===== src/rtl/regfile_port_ctrl.sv =====
// Owns the single available/busy handshake port of the 16x32 register file.
// Arbitrates writeback over operand reads and buffers read operands for execute.
module regfile_port_ctrl #(
   parameter int TIMEOUT = 15
) (
   input  logic        clk,
   input  logic        reset_n,
   input  logic        wb_valid,
   output logic        wb_ready,
   input  logic [3:0]  wb_addr,
   input  logic [31:0] wb_data,
   output logic        wb_done,
   input  logic        rd_valid,
   output logic        rd_ready,
   input  logic [3:0]  rd_rs1,
   input  logic [3:0]  rd_rs2,
   output logic        op_valid,
   input  logic        op_ready,
   output logic [31:0] op_a,
   output logic [31:0] op_b,
   output logic        rf_available,
   output logic        rf_write_en,
   output logic [3:0]  rf_write_addr,
   output logic [31:0] rf_write_data,
   output logic [3:0]  rf_read_addr_a,
   output logic [3:0]  rf_read_addr_b,
   input  logic [31:0] rf_read_data_a,
   input  logic [31:0] rf_read_data_b,
   input  logic        rf_busy,
   output logic        err
);

   localparam int CW = $clog2(TIMEOUT + 1);

   typedef enum logic [1:0] {
      S_IDLE,
      S_REQ,
      S_WAIT,
      S_RELEASE
   } state_t;

   state_t        state_reg, state_next;
   logic [CW-1:0] wd_cnt_reg;
   logic          is_write_reg;
   logic          aborted_reg;
   logic          err_reg;
   logic          op_valid_reg;
   logic [31:0]   op_a_reg, op_b_reg;
   logic          rf_write_en_reg;
   logic [3:0]    rf_write_addr_reg;
   logic [31:0]   rf_write_data_reg;
   logic [3:0]    rf_read_addr_a_reg, rf_read_addr_b_reg;

   logic          wb_accept;
   logic          rd_accept;
   logic          zero_read;
   logic          timeout;
   logic          load_ops;
   logic          release_read;

   always_comb begin
      state_next   = state_reg;
      wb_ready     = 1'b0;
      rd_ready     = 1'b0;
      wb_accept    = 1'b0;
      rd_accept    = 1'b0;
      zero_read    = 1'b0;
      timeout      = 1'b0;
      load_ops     = 1'b0;
      release_read = 1'b0;
      rf_available = 1'b0;
      wb_done      = 1'b0;
      case (state_reg)
         S_IDLE: begin
            wb_ready = 1'b1;
            rd_ready = ~wb_valid & (~op_valid_reg | op_ready);
            if (wb_valid) begin
               wb_accept  = 1'b1;
               state_next = S_REQ;
            end else if (rd_valid && rd_ready) begin
               if ((rd_rs1 != 4'd0) || (rd_rs2 != 4'd0)) begin
                  rd_accept  = 1'b1;
                  state_next = S_REQ;
               end else begin
                  // r0/r0 is always zero: answer without touching the register file
                  zero_read = 1'b1;
               end
            end
         end
         S_REQ: begin
            rf_available = 1'b1;
            if (wd_cnt_reg == CW'(TIMEOUT - 1)) begin
               timeout    = 1'b1;
               state_next = S_RELEASE;
            end else if (rf_busy) begin
               state_next = S_WAIT;
            end
         end
         S_WAIT: begin
            rf_available = 1'b1;
            if (wd_cnt_reg == CW'(TIMEOUT - 1)) begin
               timeout    = 1'b1;
               state_next = S_RELEASE;
            end else if (!rf_busy) begin
               load_ops   = ~is_write_reg;
               state_next = S_RELEASE;
            end
         end
         S_RELEASE: begin
            wb_done      = is_write_reg & ~aborted_reg;
            release_read = ~is_write_reg & ~aborted_reg;
            state_next   = S_IDLE;
         end
         default: state_next = S_IDLE;
      endcase
   end

   always_ff @(posedge clk) begin
      if (!reset_n) begin
         state_reg          <= S_IDLE;
         wd_cnt_reg         <= '0;
         is_write_reg       <= 1'b0;
         aborted_reg        <= 1'b0;
         err_reg            <= 1'b0;
         op_valid_reg       <= 1'b0;
         op_a_reg           <= '0;
         op_b_reg           <= '0;
         rf_write_en_reg    <= 1'b0;
         rf_write_addr_reg  <= '0;
         rf_write_data_reg  <= '0;
         rf_read_addr_a_reg <= '0;
         rf_read_addr_b_reg <= '0;
      end else begin
         state_reg <= state_next;

         if (wb_accept || rd_accept) begin
            wd_cnt_reg <= '0;
         end else if (state_reg == S_REQ || state_reg == S_WAIT) begin
            wd_cnt_reg <= wd_cnt_reg + 1'b1;
         end

         if (wb_accept) begin
            is_write_reg      <= 1'b1;
            aborted_reg       <= 1'b0;
            rf_write_en_reg   <= 1'b1;
            rf_write_addr_reg <= wb_addr;
            rf_write_data_reg <= wb_data;
         end else if (rd_accept) begin
            is_write_reg       <= 1'b0;
            aborted_reg        <= 1'b0;
            rf_write_en_reg    <= 1'b0;
            rf_read_addr_a_reg <= rd_rs1;
            rf_read_addr_b_reg <= rd_rs2;
         end

         if (timeout) begin
            err_reg     <= 1'b1;
            aborted_reg <= 1'b1;
         end

         if (load_ops) begin
            op_a_reg <= rf_read_data_a;
            op_b_reg <= rf_read_data_b;
         end

         // A zero-read completing in the same cycle as a consume keeps op_valid high
         if (zero_read) begin
            op_valid_reg <= 1'b1;
            op_a_reg     <= '0;
            op_b_reg     <= '0;
         end else if (release_read) begin
            op_valid_reg <= 1'b1;
         end else if (op_valid_reg && op_ready) begin
            op_valid_reg <= 1'b0;
         end
      end
   end

   assign op_valid       = op_valid_reg;
   assign op_a           = op_a_reg;
   assign op_b           = op_b_reg;
   assign err            = err_reg;
   assign rf_write_en    = rf_write_en_reg;
   assign rf_write_addr  = rf_write_addr_reg;
   assign rf_write_data  = rf_write_data_reg;
   assign rf_read_addr_a = rf_read_addr_a_reg;
   assign rf_read_addr_b = rf_read_addr_b_reg;

endmodule

===== config.mk =====
export PLATFORM = sky130hd
export DESIGN_NAME = regfile_port_ctrl
export DESIGN_NICKNAME = d
export VERILOG_FILES = /design/src/rtl/regfile_port_ctrl.sv
export SDC_FILE = /design/constraint.sdc
export NUM_CORES = 1
export LEC_CHECK = 0
export CAP_MARGIN = 20
export CORE_MARGIN = 3
export CORE_UTILIZATION = 43
export CTS_CLUSTER_DIAMETER = 60
export CTS_CLUSTER_SIZE = 16
export DETAILED_ROUTE_END_ITERATION = 10
export PLACE_DENSITY = 0.86
export RECOVER_POWER = 25
export SLEW_MARGIN = 20
export SYNTH_ARGS = -nofsm -noshare
export SYNTH_HDL_FRONTEND = slang
export SYNTH_SLANG_ARGS = --single-unit
export TNS_END_PERCENT = 20

===== constraint.sdc =====
create_clock -name clk -period 3 [get_ports clk]
set_input_delay 0.6 -clock clk [delete_from_list [all_inputs] [get_ports clk]]
set_output_delay 0.6 -clock clk [all_outputs]
set_load 0.02 [all_outputs]

==> metrics.md <==
| Metric | Value |
|---|---|
| Final worst slack | 0.217 ns |
| Fillers | 676 |
| Slew HR | 7.90% |
| CP Cell Sequence | inv_1 > ha_1 > clkdlybuf4s50_1 |
| Crit. End Element | primary output |
| Slowest cell on the critical path | clkdlybuf4s50_1 |
| Final layout net count | 876 |
| Final hold slack | 0.450 ns |
| RePlAce Congestion | 0.852 |
| Critical Path RT | 2.40 ns |
| Top-area cell type share of the netlist area | 53.0% |
| Layout cell share with drive strength beyond 1 | 4.94% |
| Mapped Nets | 655 |
| Layout area overhead | 68.1% |
| Row count | 36 |
| Antenna violations before repair | 0 |
| Fmax | 359 MHz |
| Cell variety after synth | 38 |
| Synthesized cell area | 4460 sq um |
| RSZ-0062 raised after global routing | no |
| Gate Count Post-Synth | 535 |
| Sequential cell area fraction in the yosys report | 53.0% |
| Commonest non-fill, non-tap cell in the layout | clkdlybuf4s50_1 |
| Leak | 0.00275 uW |
| DR vias/cell | 5.01 |
| Pre-CTS setup slack | 0.413 ns |
| Iter 0 DRT Violations | 330 |
| Aggregate global-route resource usage | 24.0% |
| Arrival time worst endpoint | 2.18 ns |
| Post-CTS Setup Bufs | 0 |
| Final hold vios | 0 |
| DP Area | 6870 sq um |
| Die width | 108 um |
| Status | finished clean |
| Critical path class | register to primary output |
| Power, Total | 5790 uW |
| Resized Gates After CTS | 0 |
| Pwr Density | 773 nW/um^2 |
| H-tree depth reported by CTS | 4 |
| Pin count of the biggest net entering global routing | 65 |
| Reg clk slew, reported paths | 0.05 ns |
| Pre-antenna DRT Iters | 5 |
| Io pins | 229 |
| Via count | 4517 |
| Hold_buf cts | 0 |
| CTS tree | done |
| Yosys reg bits | 118 |
| First-pass GRT wire length | 21.8 mm |
| Pins Over Slew Limit | 0 |
| Initial Util | 45.0% |
| Sinks on Clock Net | 118 |
| Yosys top cell by area | dfxtp_1 |
| Min Tclk post-route | 2.78 ns |
| Diodes inserted | 0 |
| Chip Height | 108 um |
| Dpl hpwl | 10.2 mm |
| Max IR drop VDD | 0.483 mV |
| Syn avg cell area | 8.34 sq um |
| TritonCTS buffer count | 17 |
| Total negative slack | 0 ns |
| Grt ovf | 0 |
| Crit share post-route | 92.8% |
| Vias in the first global route | 4574 |
| Clk_lat worst skew | 0.51 ns |
| Highest fanout seen on the critical path | 9 |
| Crit path max-delay family | buffers and inverters |
| I/O Buffers | 228 |
| DR WL/cell | 15.6 um |
| Routed Antenna Nets | 0 |
| Worst Hold Class | register to register |
| CP max stage delay | 0.70 ns |
| Root Driver | clkbuf_8 |
| Design area | 7490 sq um |
| Clock buffer depth | 2 |
| Endpoints failing setup | 0 |
| Most frequent cells in the layout | clkdlybuf4s50_1 (217), nand2_1 (203), dfxtp_1 (118) |
| Worst Tran Pin Value | 1.38 ns |
| Die area | 11600 sq um |
| Yosys Warn Count | 0 |
| Drc violations | 0 |
| Clk_skew | 0.00942 ns |
| Startpoint types | register |
| Final WL | 14.1 mm |
| Largest cells by area after synthesis | dfxtp_1 (53%), nand2_1 (17%), a21oi_1 (7.5%) |
| Core area | 9910 sq um |
| Max-cap violation count | 0 |
| WP buf/inv | 2 |
-- worst min-delay path: cells and delay by family, from the launching register on --
family          cells  cell delay (ns)
compound gates      1             0.05
simple gates        1             0.05
flops               1             0.30
-- cell type report --
class	instances	area, sq um	share of cell area [%]
inverter	3	11.3	0.150
clock buffer	24	470	6.28
tap	133	166	2.22
multi-input combinational	379	1930	25.8
clock inverter	8	193	2.57
sequential	118	2360	31.5
timing repair buffer	237	2360	31.5
-- cell families after synthesis --
logic type	after synthesis	share of synthesized area, %
AO/OA/AOI/OAI	115	15.9
XOR/XNOR	3	0.589
adder cells (fa/ha/maj)	6	1.68
buffers and inverters	38	3.87
flip-flops	118	53.0
multiplexers	9	2.02
AND/OR/NAND/NOR	246	23.0
-- cell usage after synthesis --
master and n:
buf_6 3, nor2b_1 14, o311ai_0 1, nor4_1 2
a31oi_1 1, a32oi_1 1, o21a_1 1, inv_1 3
nor2_1 8, o211ai_1 1, and2_1 1, nand3_1 4
clkbuf_1 24, a21o_1 1, a21boi_0 37, buf_2 6
a21oi_1 67, nand4b_1 1, nand2b_1 2, a211oi_2 1
nor3b_1 1, xor2_1 2, buf_1 2, nand4_1 2
nor3_1 1, mux2i_1 9, dfxtp_1 118, o2111ai_2 1
o21ai_1 1, and3_1 3, and3b_1 1, or4_1 2
xnor2_1 1, ha_1 6, nand3_4 1, o31a_1 1
o31ai_1 1, nand2_1 203
-- where the power goes --
group	switching (uW)	total, uW	internal [uW]
clock	672	2250	1580
sequential	129	1910	1780
combinational	899	1630	730
total	1700	5790	4090
-- metal layers --
metal	routed length (um)	GRT usage, %	vias to the layer above
met1	5400	24.2	2107
li1	-	-	2199
met3	1180	9.78	28
met5	0	0	-
met2	7150	43.2	183
met4	342	10.2	0
-- worst paths after layout --
kind | start | end | slack, ns | depth (start not counted)
worst max-delay path | state_reg[0]$_SDFFE_PN0P_ | rf_available | 0.22 | 3
worst min-delay path | op_b[17]$_SDFFE_PP0P_ | op_b[17]$_SDFFE_PP0P_ | 0.45 | 2
worst max register to register | state_reg[1]$_SDFFE_PN0P_ | op_b[30]$_SDFFE_PP0P_ | 0.41 | 7
worst min register to register | op_b[17]$_SDFFE_PP0P_ | op_b[17]$_SDFFE_PP0P_ | 0.45 | 2
-- through the flow --
stage / std cells / utilization, %
floorplan: 535 / -
global placement: 870 / 69.3
detailed placement: 870 / 69.3
CTS: 902 / 76.0
global route: 902 / 75.6
finish: 902 / 75.6
Note: power is estimated with default switching activity, not from simulation.
==> RTL change 1: new RTL, config.mk and constraints unchanged <==
Encoding of `state_t`: now Gray code (2 bits for 4 states).
--- a/src/rtl/regfile_port_ctrl.sv
+++ b/src/rtl/regfile_port_ctrl.sv
@@ -34,8 +34,8 @@
 
    typedef enum logic [1:0] {
-      S_IDLE,
-      S_REQ,
-      S_WAIT,
-      S_RELEASE
+      S_IDLE    = 2'b00,
+      S_REQ     = 2'b01,
+      S_WAIT    = 2'b11,
+      S_RELEASE = 2'b10
    } state_t;
 
Check against the original RTL: same outputs for any inputs over 10 cycles, from zero or initial values and one cycle with reset_n low; not proved beyond that.
==> RTL change 1 against the unedited design <==
- sequential cell count unchanged
- wire length down 0.55%
- hold slack better by 1.1 ps
- design area down 1.4%
- synthesized area up 0.76%
- setup slack better by 120 ps
- final cell count down 1.3%
- via count down 1.5%
- largest cell class unchanged
- highest routed layer unchanged
Power is not compared: it rests on default switching activity, and its combinational part moved more than twofold at a synthesized area within 25%.
==> RTL change 1: results (changes against the unedited design) <==
IO Port Bufs 228 (unchanged); Syn. warnings 0 (unchanged); total track usage 24.0% (+0.035 points); hpwl dp 9880 um (-2.9%); Max Used Layer met4; Async S/R FF share, synth 0% (unchanged); Metal-1 WL 5480 um (+1.5%); initial antenna violation count 1 (+1); postcts setup bufs 0 (unchanged); slew margin rel. 42.1% (+34 points); sequential area share after synthesis 52.6% (-0.40 points); RePlAce Congestion 0.806 (-5.3%); Area contributors post-synth dfxtp_1 53%, nand2_1 18%, a21oi_2 12%; DRT Pass-1 Iters 4 (-1); post-CTS sizing 0 (unchanged); fillcell total 708 (+4.7%); pin count of the biggest net entering global routing 65 (unchanged); via count 4447 (-1.5%); share of cells above drive strength 1 13.5% (+8.6 points); first-pass GRT wire length 21900 um (+0.50%); Root Driver clkbuf_8; drt wl/cell 15.7 um (+0.79%); worst hold path startpoint rf_write_data[25]; R2R depth 7 (unchanged); H-tree level count 4 (unchanged); number of global-route vias before repair 4526 (-1.0%); hold depth 2 (unchanged); Slowest cell on crit path clkdlybuf4s50_1; syn nets 642 (-2.0%); Static Leak 0.00253 uW; skew final 9.20 ps (-0.219 ps); DRT iter0 DRCs 235 (-29%); critical path's largest stage delay 620 ps (-80 ps); CTS Buf Count 17 (unchanged); met3 routed WL 1510 um (+28%); reg-to-reg startpoint wd_cnt_reg[0]; Clock Tree Buf Depth 2 (unchanged); Nets 863 (-1.5%); status complete, no violations; metal2 WL 6620 um (-7.4%); Unique masters post-synth 33 (-13%); peak supply drop 0.362 mV; CP Launch Point wb_valid; Reg clk slew, reported paths 50 ps (about the same); clk_lat worst skew 510 ps (about the same); post-route ant nets 0 (unchanged); Worst Path Max Fanout 5 (-4); Commonest cells post-synth 221 x nand2_1, 118 x dfxtp_1, 60 x a21oi_2, 51 x a21oi_1, 24 x clkbuf_1; WP data arrival 2060 ps (-120 ps); Hold Path Class reg -> reg
RTL change 1: changes by cell type after synthesis, sizes merged, moves of 2 or more:
cell,change
a21boi,-37
a21oi,+44
and3,-2
ha,-4
mux2i,-9
nand2,+18
nor2,-2
nor2b,-14
or2,+2
RTL change 1: worst max-delay path, delay by kind of cell:
kind                   cells  cell delay, ps
and+or+nand+nor            2             360
buffers and inverters      2            1090
RTL change 1: logic make-up (layout without fill, tap and decap cells):
family,after synthesis,count (layout),synth area share [%]
flip-flops,118,118,52.6
adder cells (fa/ha/maj),2,2,0.557
AO/OA/AOI/OAI,118,118,19.1
XOR/XNOR,3,3,0.585
other,0,1,0
buffers and inverters,38,268,4.73
AND/OR/NAND/NOR,247,247,22.4
RTL change 1: area by class of cell:
type / instances / area, um2 / area share, %
diodes: 1 / 2.50 / 0.0339
inverters: 3 / 11.3 / 0.152
repair buffers: 237 / 2360 / 31.9
clock inverters: 3 / 65.1 / 0.881
multi-input cells: 370 / 1910 / 25.9
well taps: 133 / 166 / 2.25
flip-flops and latches: 118 / 2360 / 32.0
clock buffers: 25 / 514 / 6.96
RTL change 1: power by group:
part / leakage, uW / switching [uW] / internal, uW
clock: 0.000288 / 656 / 1320
sequential: 0.000957 / 33.6 / 1620
combinational: 0.00128 / 218 / 252
total: 0.00253 / 908 / 3190
RTL change 1: per-layer routing:
metal / global-route usage, % / vias up
met3: 10.9 / 28
met1: 25.2 / 2057
met2: 40.9 / 213
li1: - / 2149
met4: 11.5 / 0
met5: 0 / -
RTL change 1: worst paths after layout:
| path | endpoint | slack (ps) |
|---|---|---|
| setup / recovery | rd_ready | 340 |
| hold / removal | rf_write_data[25] | 450 |
| setup reg to reg | op_a[24] | 810 |
| hold reg to reg | rf_write_data[25] | 450 |
RTL change 1: through the flow:
step / instance area [um2] / setup WS [ps] / instances
finish: 7390 / 341 / 890
global route: 7390 / 237 / 890
CTS: 7410 / 311 / 889
detailed placement: 6830 / 328 / 861
global placement: 6830 / 333 / 861
floorplan: 4490 / 907 / 526
==> RTL change 2: new RTL, config.mk and constraints unchanged <==
Made on the original files. Change the parameter `TIMEOUT` from 15 to 16.
--- a/src/rtl/regfile_port_ctrl.sv
+++ b/src/rtl/regfile_port_ctrl.sv
@@ -2,5 +2,5 @@
 // Arbitrates writeback over operand reads and buffers read operands for execute.
 module regfile_port_ctrl #(
-   parameter int TIMEOUT = 15
+   parameter int TIMEOUT = 16
 ) (
    input  logic        clk,
Formal check against the unedited RTL: no difference found for any inputs over 4 cycles, from zero or initial values and one cycle with reset_n low; that may be too few to reach the edited logic, so the function may still have changed.
==> RTL change 2 against the unedited design <==
- sequential cell count up 1
- setup slack worse by 34 ps
- design area down 0.87%
- synthesized area up 0.17%
- critical path type unchanged
- the flow now finishes with violations (capacitance limit, slew limit)
- final cell count down 0.78%
- wire length down 4.3%
- combinational power down 11%
- power down 6.0%
==> RTL change 2: results (changes against the unedited design) <==
status finished with violations; violated checks capacitance limit, slew limit; Worst Tran Pin Value 1560 ps (+180 ps); syn nets 649 (-0.92%); pin count of the biggest net entering global routing 65 (unchanged); r2r setup slk 490 ps (+80 ps); RePlAce Congestion 0.776 (-8.8%); Psw 1570 uW (-7.5%); met1 Use GR 24.7% (+0.51 points); Hold Crit Endpoint op_b[24]; GRT met3 Usage 11.3% (+1.6 points); Main synth FF type dfxtp_1; DRT Pass-1 Iters 4 (-1); Hold Path Class reg -> reg; Power per Cell Area 733 mW/mm2 (-5.2%); number of global-route vias before repair 4447 (-2.8%); Reg clk slew, reported paths 50 ps (about the same); register share of total power 34.4% (+1.4 points); hpwl dp 9760 um (-4.1%); Area contributors post-synth dfxtp_1 53%, nand2_1 17%, a21oi_1 7.5%; Max Slew Vio Count 37 (+37); IO Port Bufs 228 (unchanged); Gate power share 26.6% (-1.5 points); first-pass GRT wire length 21300 um (-2.2%); WL final 13500 um (-4.3%); met2 usage 39.5% (-3.7 points); Nets 870 (-0.68%); sequential area share after synthesis 53.3% (+0.36 points); met3 routed WL 1580 um (+34%); R2R depth 6 (-1); Unique masters post-synth 33 (-13%); # diodes 0 (unchanged); peak supply drop 0.511 mV (+5.8%); skew final 10.8 ps (+1.39 ps); total track usage 23.5% (-0.44 points); share of cells above drive strength 1 5.38% (+0.44 points); R2R Path End rf_write_data[5]; worst hold path startpoint op_b[24]; critical path class reg -> out; Metal-1 WL 4960 um (-8.2%); DR vias/cell 4.93 (-1.6%); DRT iter0 DRCs 210 (-36%); Commonest cells post-synth 205 x nand2_1, 119 x dfxtp_1, 67 x a21oi_1, 36 x a21boi_0, 23 x clkbuf_1; metal2 WL 6490 um (-9.3%); Max-cap violations 1 (+1); Static Leak 0.00271 uW (-1.4%); Worst Path Max Fanout 10 (+1); reg-to-reg startpoint state_reg[0]
-- RTL change 2: layout make-up --
cell class	count	area (um2)
fill	684	2520
tap	133	166
clock inverter	7	140
inverter	4	15.0
multi-input combinational	370	1880
sequential	119	2380
timing repair buffer	238	2360
clock buffer	24	490
-- RTL change 2: kinds of logic (layout without fill, tap and decap cells) --
kind of cell	Yosys count	count (layout)	synth area share (%)
buf+inv	40	273	4.54
fa+ha+maj	6	6	1.68
xor+xnor	3	3	0.588
simple gates	240	240	22.2
flops	119	119	53.3
mux	11	11	2.47
compound gates	110	110	15.2
-- RTL change 2: through the flow --
step | util, % | cell area, um2 | hold WS (ps) | std cells | setup slack, ps
floorplan | - | 4470 | 456 | 529 | 815
global placement | 68.5 | 6820 | 441 | 864 | 379
detailed placement | 68.5 | 6820 | 446 | 864 | 400
CTS | 74.9 | 7450 | 453 | 895 | 166
global route | 74.6 | 7430 | 467 | 895 | 73.1
finish | 74.6 | 7430 | 450 | 895 | 183
